## src/rtl/leaf_pe_ingress.sv

```systemverilog
// leaf_pe_ingress: credit-managed ingress FIFO between one leaf-router output
// port and its processing element. Flits pushed by the router are buffered
// and handed to the PE. Each consumed flit returns one credit pulse upstream.
//
// Optional feature macro: LEAF_PE_INGRESS_BYPASS_EN
//   defined   -> a flit arriving at an empty buffer while the PE is ready is
//                delivered combinationally in the same cycle and never stored.
//   undefined -> every flit goes through the FIFO (one-cycle minimum latency,
//                no combinational input-to-output path).
//
// Handshake semantics (PE side): pe_valid/pe_data are offered whenever a flit
// is available. A transfer happens on a rising clock edge where both pe_valid
// and pe_ready are 1. pe_data stays stable while pe_valid=1 and pe_ready=0.
// Router side: in_data_valid is a push with no back-pressure. The router may
// push only while it holds a credit, and upstream_credit returns one credit
// per transfer, one cycle after it.

`ifndef ROUTER_WIDTH
`define ROUTER_WIDTH 8
`endif

module leaf_pe_ingress #(
    parameter int DATA_WIDTH = `ROUTER_WIDTH,
    parameter int DEPTH      = 4,
    parameter int CNT_W      = $clog2(DEPTH) + 1
) (
    input  logic                  clk,
    input  logic                  rst_n,
    input  logic                  in_data_valid,
    input  logic [DATA_WIDTH-1:0] in_data,
    output logic                  upstream_credit,
    output logic                  pe_valid,
    output logic [DATA_WIDTH-1:0] pe_data,
    input  logic                  pe_ready,
    output logic [CNT_W-1:0]      occupancy,
    output logic                  overflow
);

    localparam int PTR_W = $clog2(DEPTH);

    // Storage is not reset. Only the pointers and count define which entries are live.
    logic [DATA_WIDTH-1:0] mem_q [DEPTH];

    logic [PTR_W-1:0] wr_ptr_q, wr_ptr_d;
    logic [PTR_W-1:0] rd_ptr_q, rd_ptr_d;
    logic [CNT_W-1:0] count_q, count_d;
    logic             credit_q, credit_d;
    logic             overflow_q, overflow_d;

    logic fifo_empty;
    logic fifo_full;
    logic bypass;
    logic pop;
    logic fifo_pop;
    logic fifo_push;
    logic push_dropped;

    assign fifo_empty = (count_q == '0);
    assign fifo_full  = (count_q == CNT_W'(DEPTH));

`ifdef LEAF_PE_INGRESS_BYPASS_EN
    // Cut-through only when nothing older is queued, so ordering is preserved.
    assign bypass = fifo_empty && in_data_valid && pe_ready;
`else
    assign bypass = 1'b0;
`endif

    // PE-facing head: either the cut-through flit or the FIFO head entry.
    always_comb begin
        pe_valid = !fifo_empty || bypass;
        pe_data  = bypass ? in_data : mem_q[rd_ptr_q];
    end

    // Transfer qualification. A bypassed flit counts as a pop for credit purposes
    // but touches neither pointers nor count. Push into a full FIFO is legal only
    // when the head leaves in the same cycle.
    always_comb begin
        pop          = pe_valid && pe_ready;
        fifo_pop     = pop && !bypass;
        fifo_push    = in_data_valid && !bypass && (!fifo_full || fifo_pop);
        push_dropped = in_data_valid && fifo_full && !fifo_pop;
    end

    // Next-state for pointers, occupancy, credit pulse and sticky overflow.
    always_comb begin
        wr_ptr_d   = wr_ptr_q;
        rd_ptr_d   = rd_ptr_q;
        count_d    = count_q;
        credit_d   = pop;
        overflow_d = overflow_q || push_dropped;
        if (fifo_push) begin
            wr_ptr_d = wr_ptr_q + PTR_W'(1);
        end
        if (fifo_pop) begin
            rd_ptr_d = rd_ptr_q + PTR_W'(1);
        end
        case ({fifo_push, fifo_pop})
            2'b10:   count_d = count_q + CNT_W'(1);
            2'b01:   count_d = count_q - CNT_W'(1);
            default: count_d = count_q;
        endcase
    end

    // Control registers. Reset discards all stored flits and any pending credit.
    always_ff @(posedge clk or negedge rst_n) begin
        if (!rst_n) begin
            wr_ptr_q   <= '0;
            rd_ptr_q   <= '0;
            count_q    <= '0;
            credit_q   <= 1'b0;
            overflow_q <= 1'b0;
        end else begin
            wr_ptr_q   <= wr_ptr_d;
            rd_ptr_q   <= rd_ptr_d;
            count_q    <= count_d;
            credit_q   <= credit_d;
            overflow_q <= overflow_d;
        end
    end

    // Flit storage write port.
    always_ff @(posedge clk) begin
        if (fifo_push) begin
            mem_q[wr_ptr_q] <= in_data;
        end
    end

    assign upstream_credit = credit_q;
    assign occupancy       = count_q;
    assign overflow        = overflow_q;

endmodule

```

## config.mk

```make
export PLATFORM = sky130hd
export DESIGN_NAME = leaf_pe_ingress
export DESIGN_NICKNAME = d
export VERILOG_FILES = /design/src/rtl/leaf_pe_ingress.sv
export SDC_FILE = /design/constraint.sdc
export NUM_CORES = 1
export LEC_CHECK = 0
export BUFFER_PORTS_ARGS = -buffer_cell sky130_fd_sc_hd__buf_2
export CAP_MARGIN = 0
export CORE_MARGIN = 1.5
export CORE_UTILIZATION = 46
export DETAILED_ROUTE_END_ITERATION = 6
export HOLD_SLACK_MARGIN = 0.03
export PLACE_DENSITY_LB_ADDON = 0.12
export SETUP_SLACK_MARGIN = 0.4
export SLEW_MARGIN = 20
export SYNTH_ARGS = -nofsm -noshare
export SYNTH_HDL_FRONTEND = slang
export SYNTH_SLANG_ARGS = --single-unit
```

## constraint.sdc

```tcl
create_clock -name clk -period 2.6 [get_ports clk]
set_input_delay 0.52 -clock clk [delete_from_list [all_inputs] [get_ports clk]]
set_output_delay 0.52 -clock clk [all_outputs]
set_load 0.03 [all_outputs]
```

==> results.toml <==
[setup_path]
slowest_stage = "mux4_2"
crit_required_ns = 2.08
start_kind = "flip-flop"
critPathMaxStageDelay_ns = 0.56
crit_type = "flip-flop to primary output"
path_cells = "mux4_2 > buf_2"
path_max_fanout = 9
cp.arrival_ns = 1.58
cp-end-kind = "primary output"

[timing]
fin_crit_sh_pct = 80.89
finalHoldViolations = 0
tightest_slew_ns = 0.4189
drv_slew = 0
setup_violations = 0
slew-limit-headroom_pct = 72.08
fin_crit_ns = 2.103
tns_ns = 0
max_freq_mhz = 475.5
hold_ws_ns = 0.08205
rsz0062_at_grt = "no"
finClkSkew_ns = 0.006749

[logic_synthesis]
synth_area_per_cell_sq_um = 17.49
synthFlopType = "edfxtp_1"
synth_seq_cells = 41
synth-adder-area-share_pct = 4.006
netlist_instances = 100
synth_mux_area_share_pct = 11.73
async_flop_share_pct = 21.95
syn-cell-area_sq_mm = 0.001749
synth.distinct_cells = 33
ys_seq_area_share_pct = 67.81
synth_compound_area_share_pct = 5.937
syn_nets = 117
synth_top_family_by_area = "multiplexers"
synthSimpleGateAreaFrac_pct = 5.365
synth_xor_xnor_area_share_pct = 2.504
yosysWarningCount = 0
synth_edf_count = 32

[die]
initial_core_util_pct = 47.78
die_area_sq_mm = 0.004182
die_h_um = 64.67
die_x_um = 64.67
rows = 22
fp.coreArea_sq_mm = 0.003661
ios = 26

[clock_network]
cts_resized = 1
hold_buffers = 0
cts_sinks = 41
cts_setup_buffers = 0
cts_max_level = 2
clkLatencyLatePin_ns = 0.28
clk_pin_slew_ns = 0.07
cts_made_buffers = 5
cts_tree = "done"
cts.path.max_buffers = 2
clockRootBuffer = "clkbuf_8"

[global_route]
grtUsageTotal_pct = 14.70
grt_pass1_wl_um = 4402
antenna_found_initial = 0
grt_pass1_vias = 934
grt.overflow.total = 0
grt_start_max_net_pins = 13

[drt]
routed_wl_um = 2625
vias = 902
drtPass1Iterations = 4
wl_per_cell_um = 14.91
postRouteAntennaNets = 0
drt_iter0_markers = 39
vias_per_cell = 5.125
drcViolationCount = 0

[finish]
layout_commonest_cell = "edfxtp_1"
layout_common_cells = "edfxtp_1 (32), buf_2 (25), mux4_2 (8), dfrtp_1 (8), inv_1 (6)"
layout-drive-gt1-share_pct = 39.84
stdcell_count = 176
num_antenna_cells = 0
areaGrowthSynthToFinish_pct = 14.31
nets = 145

[place]
gp_congestion = 0.8075
dpl.cell_count = 169
port_buffers = 25
dp_hpwl_um = 1767

[pwr]
power.total_mw = 2.308
switchingPower_uw = 857.6
p_comb_share_pct = 38.8
sw_frac_of_total_pct = 37.15
p_int_mw = 1.451
seqPwrFrac_pct = 44.9
leakage_nw = 0.7644
clkPwrFrac_pct = 16.3
ir_worst_vdd_mv = 0.5740
powerDensity_mw_per_mm2 = 1154

[hold_path]
hold_path.class = "primary input to asynchronous set/reset pin"

[job]
maxCapViolations = 0

[status]
status = "finished, final reports clean"
-- metal layers --
metal / global-route usage (%) / share of wire [%] / vias up
li1: - / - / 430
met1: 19.62 / 47 / 454
met2: 23.05 / 50 / 16
met3: 5.208 / 2.8 / 2
met4: 3.989 / 0.50 / 0
met5: 0 / 0 / -
-- area by class of cell --
cell class | instances | area [sq um]
Fill cell | 308 | 1662
Sequential cell | 41 | 1187
Multi-Input combinational cell | 48 | 516.7
Timing Repair Buffer | 26 | 132.6
Clock buffer | 5 | 68.82
Tap cell | 48 | 60.06
Inverter | 6 | 22.52
Clock inverter | 2 | 11.26
-- cells by family after synthesis --
| logic type | count (synthesis) |
|---|---|
| buffers and inverters | 11 |
| adder cells (fa/ha/maj) | 5 |
| XOR/XNOR | 5 |
| flip-flops | 41 |
| AND/OR/NAND/NOR | 16 |
| multiplexers | 10 |
| AO/OA/AOI/OAI | 12 |
-- per-stage QoR --
| stage | instance area [sq um] | setup slack (ns) | utilization (%) |
|---|---|---|---|
| 2_1_floorplan | 1749 | 0.5335 | - |
| 3_3_place_gp | 1918 | 0.5963 | 52.39 |
| 3_5_place_dp | 1918 | 0.5523 | 52.39 |
| 4_1_cts | 1999 | 0.4546 | 54.61 |
| 5_1_grt | 1999 | 0.4204 | 54.61 |
| 6_report | 1999 | 0.4968 | 54.61 |
-- final timing paths --
path | start | end | slack, ns | cells after the start
setup / recovery | rd_ptr_q[0]$_DFFE_PN0N_ | pe_data[1] | 0.50 | 2
max in group asynchronous | rst_n | rd_ptr_q[0]$_DFFE_PN0N_ | 2.32 | 1
hold / removal | rst_n | occupancy[2]$_DFFE_PN0P_ | 0.08 | 1
min in group clk | in_data[4] | mem_q[3][4]$_DFFE_PP_ | 0.45 | 1
setup reg to reg | occupancy[2]$_DFFE_PN0P_ | occupancy[1]$_DFFE_PN0P_ | 0.62 | 6
hold reg to reg | overflow$_DFF_PN0_ | overflow$_DFF_PN0_ | 0.47 | 2
-- cell usage after synthesis, types with 2 or more instances --
master,count,share of area [%]
edfxtp_1,32,55
dfrtp_1,9,13
mux4_2,8,10
inv_1,6,1.3
and2_2,4,1.7
buf_2,4,1.1
ha_1,4,2.9
nand2_1,4,0.86
xor2_1,3,1.5
nor2b_1,2,0.72
xnor2_1,2,1.0
-- power by group through the flow --
stage	logic (mW)	registers [mW]	clock network (mW)
floorplan	0.729	1.00	0
global route	0.981	1.07	0.415
finish	0.895	1.04	0.376
CTS	0.909	1.05	0.387
detailed placement	0.907	1.06	0
global placement	0.899	1.05	0
-- critical path, delay by kind of cell, from the launching register on --
kind,cells,cell delay [ns]
buffers and inverters,1,0.19
DFF,1,0.55
muxes,1,0.56
-- registers in the layout, indices dropped and copies added, names as in the netlist --
register         flops
mem_q               32
upstream_credit      1
overflow             1
rd_ptr_q             2
occupancy            3
wr_ptr_q             2
Power figures use the tool's default switching activity.
